## src/rtl/mul_pipe_arbiter.sv

```systemverilog
// Round-robin arbiter sharing one LAT-stage pipelined 8x8 multiplier among NREQ requesters.
// Optional statistics counters are enabled by defining MUL_ARB_STAT_EN.
module mul_pipe_arbiter #(
  parameter int NREQ    = 4,
  parameter int LAT     = 8,
  parameter int MAX_OUT = 4,
  parameter int IDW     = 2
) (
  input  logic                clk,
  input  logic                rst,
  input  logic [NREQ-1:0]     req_valid,
  input  logic [8*NREQ-1:0]   req_a,
  input  logic [8*NREQ-1:0]   req_b,
  output logic [NREQ-1:0]     req_ready,
  output logic [7:0]          mul_din1,
  output logic [7:0]          mul_din2,
  input  logic [15:0]         mul_dout,
  output logic                resp_valid,
  output logic [IDW-1:0]      resp_id,
  output logic [15:0]         resp_data,
  output logic                busy
`ifdef MUL_ARB_STAT_EN
  ,
  output logic [15:0]         stat_issue,
  output logic [15:0]         stat_block
`endif
);

  localparam int CW = $clog2(MAX_OUT + 1);
  localparam int SW = IDW + 1;

  logic [IDW-1:0]  ptr;
  logic [CW-1:0]   inflight [NREQ];
  logic [NREQ-1:0] elig;
  logic [NREQ-1:0] dec_vec;
  logic            grant;
  logic [IDW-1:0]  gid;
  logic [SW-1:0]   scan_sum;
  logic [IDW-1:0]  scan_idx;

  logic [LAT-1:0]  tag_valid;
  logic [IDW-1:0]  tag_id [LAT];

  always_comb begin
    for (int i = 0; i < NREQ; i++) begin
      elig[i] = req_valid[i] && (inflight[i] < CW'(MAX_OUT));
    end
  end

  // Rotating scan from ptr; the first eligible requester wins.
  always_comb begin
    // NOTE: every combinational output gets a default first so no path leaves it unassigned (no latch).
    grant    = 1'b0;
    gid      = '0;
    scan_sum = '0;
    scan_idx = '0;
    for (int k = 0; k < NREQ; k++) begin
      scan_sum = {1'b0, ptr} + SW'(k);
      if (scan_sum >= SW'(NREQ)) begin
        scan_sum = scan_sum - SW'(NREQ);
      end
      scan_idx = scan_sum[IDW-1:0];
      if (!grant && elig[scan_idx]) begin
        grant = 1'b1;
        gid   = scan_idx;
      end
    end
    if (rst) begin
      grant = 1'b0;
    end
  end

  always_comb begin
    req_ready = '0;
    mul_din1  = 8'd0;
    mul_din2  = 8'd0;
    if (grant) begin
      req_ready = NREQ'(1) << gid;
      mul_din1  = req_a[{gid, 3'b000} +: 8];
      mul_din2  = req_b[{gid, 3'b000} +: 8];
    end
  end

  always_comb begin
    dec_vec = '0;
    if (tag_valid[LAT-1]) begin
      dec_vec = NREQ'(1) << tag_id[LAT-1];
    end
  end

  always_ff @(posedge clk) begin
    if (rst) begin
      ptr <= '0;
    end else if (grant) begin
      ptr <= (gid == IDW'(NREQ - 1)) ? '0 : gid + IDW'(1);
    end
  end

  // Increment on handshake, decrement as the result is registered; both at once cancel.
  always_ff @(posedge clk) begin
    for (int i = 0; i < NREQ; i++) begin
      if (rst) begin
        inflight[i] <= '0;
      end else if (req_ready[i] && !dec_vec[i]) begin
        inflight[i] <= inflight[i] + CW'(1);
      end else if (dec_vec[i] && !req_ready[i]) begin
        inflight[i] <= inflight[i] - CW'(1);
      end
    end
  end

  always_ff @(posedge clk) begin
    if (rst) begin
      tag_valid <= '0;
    end else begin
      tag_valid[0] <= grant;
      for (int k = 1; k < LAT; k++) begin
        tag_valid[k] <= tag_valid[k-1];
      end
    end
  end

  // NOTE: ids are qualified by tag_valid, so this data pipeline needs no reset.
  always_ff @(posedge clk) begin
    tag_id[0] <= gid;
    for (int k = 1; k < LAT; k++) begin
      tag_id[k] <= tag_id[k-1];
    end
  end

  always_ff @(posedge clk) begin
    if (rst) begin
      resp_valid <= 1'b0;
      resp_id    <= '0;
      resp_data  <= 16'd0;
    end else if (tag_valid[LAT-1]) begin
      resp_valid <= 1'b1;
      resp_id    <= tag_id[LAT-1];
      resp_data  <= mul_dout;
    end else begin
      resp_valid <= 1'b0;
    end
  end

  assign busy = (|tag_valid) || resp_valid;

`ifdef MUL_ARB_STAT_EN
  always_ff @(posedge clk) begin
    if (rst) begin
      stat_issue <= 16'd0;
      stat_block <= 16'd0;
    end else begin
      if (grant && stat_issue != 16'hFFFF) begin
        stat_issue <= stat_issue + 16'd1;
      end
      if (!grant && (|req_valid) && stat_block != 16'hFFFF) begin
        stat_block <= stat_block + 16'd1;
      end
    end
  end
`else
  // Statistics hardware is absent in this build.
`endif

endmodule

```

## config.mk

```make
export PLATFORM = sky130hd
export DESIGN_NAME = mul_pipe_arbiter
export DESIGN_NICKNAME = d
export VERILOG_FILES = /design/src/rtl/mul_pipe_arbiter.sv
export SDC_FILE = /design/constraint.sdc
export NUM_CORES = 1
export LEC_CHECK = 0
export ABC_AREA = 1
export BUFFER_PORTS_ARGS = -buffer_cell sky130_fd_sc_hd__buf_2
export CAP_MARGIN = 20
export CORE_MARGIN = 5
export CORE_UTILIZATION = 50
export CTS_BUF_LIST = sky130_fd_sc_hd__clkbuf_2 sky130_fd_sc_hd__clkbuf_4 sky130_fd_sc_hd__clkbuf_8
export DETAILED_ROUTE_END_ITERATION = 12
export PLACE_DENSITY = 0.86
export SLEW_MARGIN = 30
export SYNTH_ARGS = -nofsm -noshare
export SYNTH_HDL_FRONTEND = slang
export SYNTH_SLANG_ARGS = --single-unit
```

## constraint.sdc

```tcl
create_clock -name clk -period 3.9 [get_ports clk]
set_input_delay 0.975 -clock clk [delete_from_list [all_inputs] [get_ports clk]]
set_output_delay 0.975 -clock clk [all_outputs]
set_load 0.01 [all_outputs]
```

==> key figures, run 1 <==
Routing
  – Drt wl/cell: around 13 um
  – DRT Pass-1 Iters: 5
  – ANT nets after route: 0
  – DRC violations left: 0
  – DRT Wirelength: approximately 8400 um
  – DRT iter0 DRCs: 187
  – Vias: roughly 3200
  – DR vias/cell: 5.05

Pwr
  – Internal power: about 1700 uW
  – PD cells: roughly 840 nW/um2
  – IR Drop Worst-Case VDD: just over 500 uV
  – Sw power: roughly 1500 uW
  – Clk network pwr share: ~17%
  – Net Sw Frac: between 40% and 50%
  – Leakage: about 0.0021 uW
  – Power consumption: ~3300 uW
  – Logic gate share of total power: 57.4%
  – Sequential Power Share: between 20% and 30%

Critical path
  – CP Depth: 12
  – CP Buf/Inv Count: 4
  – CP cell instances: buf_2 -> nand3_1 -> nand3_1 -> nand2_2 -> a21oi_1 -> nand2_2 -> nand2_4 -> inv_1 -> ha_1 -> nand2_1 -> inv_1 -> buf_2
  – CP delay by family, top: simple AND/OR/NAND/NOR gates
  – Worst EP arrival: between 2 and 3 ns
  – CP required: ~2.9 ns
  – R2R cell count: 13
  – Max incr delay on CP: between 0.2 and 0.25 ns
  – Slowest stage cell, crit path: nand2_4
  – CP Launch Type: input pin
  – Type of the worst setup path: in -> out
  – Crit path max fanout: 26
  – Crit. End Element: primary output

Synth
  – List of most frequent post-synthesis cells: 100 x nand2_1, 83 x nor2_1, 70 x nand3_1
  – Async SR Flop Fraction: 0%
  – Synth area leaders: dfxtp_1 29%, nand2_1 12%, edfxtp_1 12%
  – Synthesized flop and latch total: 57
  – Post-Syn Area: ~3100 um2
  – Area leader, netlist: dfxtp_1
  – Post-Syn Area per Cell: around 7.1 um2
  – Sequential area share after synthesis: approximately 41%
  – Synth Instances: ~430
  – Synthesized net count: roughly 530
  – Post-synth EDFFs: 12
  – Warning count from the yosys run: 0
  – Top-area cell type share of the netlist area: 29.3%
  – Netlist cell types: 30
  – Top_reg_cell synth: dfxtp_1
  – Most frequent cell after synthesis: nand2_1

Timing
  – RSZ-0062 raised after global routing: false
  – Clock skew: approximately 0.0097 ns
  – WHS: between 0.3 and 0.4 ns
  – Max-slew headroom: 57.5%
  – Final hold vios: 0
  – Final setup violation count: 0
  – Minimum clock period: between 3 and 4 ns
  – Period Utilization, post-route: between 90% and 100%
  – Slew @ Worst Pin: roughly 0.64 ns
  – Number of max-slew violations in the final report: 0
  – Setup_tns: 0 ns
  – Fmax: between 200 and 300 MHz

Hold path
  – HP Class: reg -> reg
  – Hold Path Depth: 0

Job
  – Maxcap violations: 0

Die
  – Initial Utilization: around half
  – Die area: between 7000 and 8000 um2
  – Core area: just under 6000 um2
  – # rows: 28
  – Die Width: a little under 90 um
  – I/O pin cnt: approximately 130
  – Die Ht: 88.5 um

Clocking
  – CTS clock-pin slew for the worst setup and hold paths: 0.07 ns
  – CTS tree: built
  – Clock Sink Count: 57
  – CTS buffer count: 9
  – Maximum buffer depth of the clock tree: 2
  – Root buffer cell: clkbuf_8
  – Skew-Pair Late Insertion Delay: about 0.34 ns
  – CTS resizes: 0
  – CTS H-tree depth: 3
  – Post-CTS setup repair buffer count: 0
  – Hold buffers post-CTS: 0

Global routing
  – First-pass GRT wire length: roughly 13000 um
  – Initial antenna violation count: 0
  – GRT overflow: 0
  – Vias in the first global route: about 3100
  – Total track usage: 21.7%
  – Largest net degree at the start of global routing: 33

Status
  – Status: finished clean

Final layout
  – Share of layout cells above drive strength 1: 28.7%
  – Multi-input logic area: between 1500 and 2000 um2
  – Layout net count: ~650
  – Sequential Area: around 1300 um2
  – Fillers: 524
  – Antenna fix cells: 0
  – Area delta synth->final: 26.8%

Place
  – Gpl congestion: a little over 0.8
  – I/O Buffers: 125
  – Final HPWL DP: 6210 um
flip-flops by register name, indices dropped and copies added, names as in the netlist:
register / count
tag_id: 16
resp_data: 16
ptr: 2
inflight: 12
resp_id: 2
resp_valid: 1
tag_valid: 8
power by group through the flow:
stage / Sequential, uW / Clock (uW) / Combinational (uW)
after floorplan: 828 / 0 / 1490
after global placement: 855 / 0 / 1810
after detailed placement: 864 / 0 / 1860
after CTS: 852 / 547 / 1880
after global routing: 868 / 582 / 2130
final: 852 / 539 / 1880
area by class of cell:
type / instances / area share (%)
Clock buffer: 11 / 3.56
Clock inverter: 5 / 1.41
Inverter: 34 / 3.33
Multi-Input combinational cell: 322 / 39.8
Sequential cell: 57 / 32.3
Tap cell: 75 / 2.40
Timing Repair Buffer: 131 / 17.2
placed cells by master, fill, tap and decap left out, types with 2 or more instances in the layout:
master | synthesis | routed
nand2_2 | 3 | 3
ha_1 | 10 | 10
dfxtp_1 | 45 | 45
clkbuf_8 | 0 | 9
a21oi_1 | 9 | 9
nand4_1 | 3 | 3
nand2_1 | 100 | 100
inv_1 | 30 | 30
nand3_2 | 3 | 3
nor2_4 | 2 | 2
nand3_1 | 70 | 70
buf_2 | 8 | 125
nor2_1 | 83 | 83
o21ai_0 | 23 | 23
edfxtp_1 | 12 | 12
clkbuf_4 | 0 | 2
inv_2 | 2 | 2
xor2_1 | 3 | 3
buf_4 | 2 | 6
xnor2_1 | 4 | 4
clkinv_2 | 0 | 2
nor2_2 | 2 | 2
inv_4 | 1 | 2
per-stage QoR:
stage                     setup slack, ns  instances  cell area, um2  utilization [%]
after floorplan                     0.672        434            3080                -
after global placement              0.381        619            3710             62.3
after detailed placement            0.332        619            3710             62.3
after CTS                           0.293        635            3900             65.5
after global routing               0.0912        635            3900             65.5
final                               0.287        635            3900             65.5
kinds of logic after synthesis:
group	share of synthesized area, %
adders and majority gates	4.71
and+or+nand+nor	38.0
DFF	41.0
AOI/OAI and AO/OA	5.44
xor gates and xnor gates	1.99
muxes	0.325
buffers and inverters	8.57
worst paths after layout:
| path | start | end | slack (ns) |
|---|---|---|---|
| hold / removal | tag_id[1][0] | tag_id[1][2] | 0.33 |
| hold reg to reg | tag_id[1][0] | tag_id[1][2] | 0.33 |
| setup / recovery | req_valid[1] | req_ready[1] | 0.29 |
| setup reg to reg | ptr[0] | inflight[2][2] | 0.99 |
worst register-to-register path, stage by stage (launching register included):
cell	delay, ns
dfxtp_1	0.59
nand3_1	0.21
nand3_1	0.14
nand2_2	0.09
nand3_1	0.12
nor2_1	0.08
nor2_4	0.15
inv_1	0.11
ha_1	0.20
nand2_1	0.11
nand3_1	0.15
fa_1	0.41
xnor2_1	0.18
mux2i_1	0.20
per-layer routing:
| layer | track usage, % | share of wire, % | vias to the layer above |
|---|---|---|---|
| li1 | - | - | 1634 |
| met1 | 23.1 | 38 | 1460 |
| met2 | 39.8 | 54 | 97 |
| met3 | 6.42 | 5.3 | 17 |
| met4 | 8.52 | 2.0 | 0 |
| met5 | 0 | 0 | - |
Power figures use the tool's default switching activity.
==> run 2: changes to the inputs <==
- CELL_PAD_IN_SITES_DETAIL_PLACEMENT: default -> 0
- CELL_PAD_IN_SITES_GLOBAL_PLACEMENT: default -> 1
- CORE_UTILIZATION: 50 -> 34
- PLACE_DENSITY: 0.86 -> 0.85
==> run 2 against run 1 <==
Critical path depth is 1 higher. Combinational power increased by 2%. First-iteration DRC count decreased by 42%. Worst hold slack worse by 0.0062 ns. Critical path type unchanged. Via count decreased by 3.2%. Clock-buffer cell count is 1 lower. Worst setup slack gained 0.13 ns. Clock power shrank 19%. Sequential power barely moved. Global-route usage is 7.3 points lower. Cell area is 0.93% higher.
==> key figures, run 2 (same netlist as run 1, synthesis figures left out) <==
Timing
  – Clock skew: 0.00763 ns (was 0.00966 ns)
  – Minimum clock period: 3.49 ns (was 3.61 ns)
  – Final setup violation count: 0 (unchanged)
  – Slew @ Worst Pin: 0.507 ns (was 0.637 ns)
  – Number of max-slew violations in the final report: 0 (unchanged)
  – Setup_tns: 0 ns (unchanged)
  – Max-slew headroom: 66.0% (was 57.5%)
  – Final hold vios: 0 (unchanged)
  – Period Utilization, post-route: 89.4% (was 92.6%)
  – Fmax: 287 MHz (was 277 MHz)
  – RSZ-0062 raised after global routing: false (unchanged)

Place
  – Gpl congestion: 0.796 (was 0.832)
  – Final HPWL DP: 6050 um (was 6210 um)
  – I/O Buffers: 125 (unchanged)
  – Placed Cells: 653 (was 619)

Routing
  – DRC violations left: 0 (unchanged)
  – DR vias/cell: 4.64 (was 5.05)
  – Vias: 3106 (was 3208)
  – ANT nets after route: 0 (unchanged)
  – DRT Wirelength: 7820 um (was 8360 um)
  – DRT iter0 DRCs: 108 (was 187)
  – Drt wl/cell: 11.7 um (was 13.2 um)
  – DRT Pass-1 Iters: 4 (was 5)

Final layout
  – Most common cell after layout, fill and taps aside: buf_2 (unchanged)
  – Layout net count: 653 (was 652)
  – Sequential Area: 1260 um2 (unchanged)
  – Area delta synth->final: 28.0% (was 26.8%)
  – Most frequent cells in the layout: 125 x buf_2, 100 x nand2_1, 83 x nor2_1 (unchanged)
  – Antenna fix cells: 0 (unchanged)
  – Top Registers: resp_data: 16 flops, tag_id: 16 flops, inflight: 12 flops (unchanged)
  – Fillers: 893 (was 524)
  – Finished Layout Cells: 669 (was 635)
  – Multi-input logic area: 1550 um2 (unchanged)
  – Share of layout cells above drive strength 1: 28.2% (was 28.7%)

Die
  – Die area: 11100 um2 (was 7830 um2)
  – Core area: 8760 um2 (was 5960 um2)
  – Die Ht: 105 um (was 88.5 um)
  – Initial Utilization: 35.1% (was 51.7%)
  – # rows: 34 (was 28)
  – Die Width: 105 um (was 88.5 um)
  – I/O pin cnt: 126 (unchanged)

Clocking
  – Maximum buffer depth of the clock tree: 2 (unchanged)
  – Root buffer cell: clkbuf_8 (unchanged)
  – Clock Sink Count: 57 (unchanged)
  – Post-CTS setup repair buffer count: 0 (unchanged)
  – Skew-Pair Late Insertion Delay: 0.33 ns (was 0.34 ns)
  – CTS resizes: 0 (unchanged)
  – CTS clock-pin slew for the worst setup and hold paths: 0.06 ns (was 0.07 ns)
  – CTS tree: built (unchanged)
  – CTS H-tree depth: 3 (unchanged)
  – Hold buffers post-CTS: 0 (unchanged)
  – CTS buffer count: 9 (unchanged)

Global routing
  – Total track usage: 14.3% (was 21.7%)
  – Initial antenna violation count: 0 (unchanged)
  – GRT overflow: 0 (unchanged)
  – First-pass GRT wire length: 13400 um (was 13200 um)
  – Largest net degree at the start of global routing: 33 (unchanged)
  – Vias in the first global route: 3085 (was 3080)

Pwr
  – Power consumption: 3210 uW (was 3270 uW)
  – Leakage: 0.00213 uW (about the same)
  – IR Drop Worst-Case VDD: 356 uV (was 504 uV)
  – PD cells: 815 nW/um2 (was 837 nW/um2)

Job
  – Maxcap violations: 0 (unchanged)

Status
  – Status: finished clean (unchanged)

Critical path
  – Crit path max fanout: 32 (was 26)
  – Worst EP arrival: 2.51 ns (was 2.64 ns)
  – Type of the worst setup path: in -> out (unchanged)
  – Crit. End Element: primary output (unchanged)
  – CP Launch Type: input pin (unchanged)
  – CP required: 2.92 ns (about the same)

Hold path
  – HP Class: reg -> reg (unchanged)
[run 2: cell types whose count changed in the layout (fill, tap and decap cells not counted), sizes merged]
cell    change
inv         -1
clkinv      +3
buf         +1
bufinv      -1
clkbuf      -1
[run 2: path summary, 6_finish.rpt]
check / startpoint / endpoint / slack [ns] / cells after the start
max: req_valid[2] / mul_din2[1] / 0.41 / 13
min: tag_id[1][2] / tag_id[1][4] / 0.32 / 0
max reg2reg: ptr[0] / inflight[2][2] / 1.10 / 13
min reg2reg: tag_id[1][2] / tag_id[1][4] / 0.32 / 0
[run 2: worst max-delay path, stage by stage]
cell	delay (ns)
buf_2	0.09
nand3_1	0.09
nand2_1	0.11
nand2_1	0.07
nand2_1	0.10
nand4_1	0.10
nand2_2	0.10
buf_4	0.31
nand3_1	0.11
nand3_1	0.10
nand2_1	0.05
nor2_1	0.13
buf_2	0.16
[run 2: through the flow]
step                      area, um2  util [%]  hold slack [ns]  setup WS (ns)
final                          3940      45.0            0.321          0.414
after detailed placement       3780      43.2            0.312          0.424
after CTS                      3940      45.0            0.322          0.411
after global routing           3940      45.0            0.328          0.161
after floorplan                3080         -            0.310          0.672
after global placement         3780      43.2            0.310          0.437
[run 2: layer usage]
layer,global-route usage (%),share of wire [%]
met1,16.9,41
met3,5.43,11
met4,5.39,1.3
met2,23.7,47
met5,0,0
[run 2: area by class of cell]
| cell class | instances | area share [%] |
|---|---|---|
| repair buffers | 132 | 17.8 |
| flip-flops and latches | 57 | 32.0 |
| clock inverters | 6 | 0.635 |
| multi-input cells | 322 | 39.4 |
| well taps | 108 | 3.43 |
| clock buffers | 10 | 3.33 |
| inverters | 34 | 3.30 |
[run 2: where the power goes]
group	total [uW]	switching, uW	internal, uW
Sequential	850	82.3	767
Clock	438	212	226
Combinational	1920	1210	715
Total	3210	1500	1710
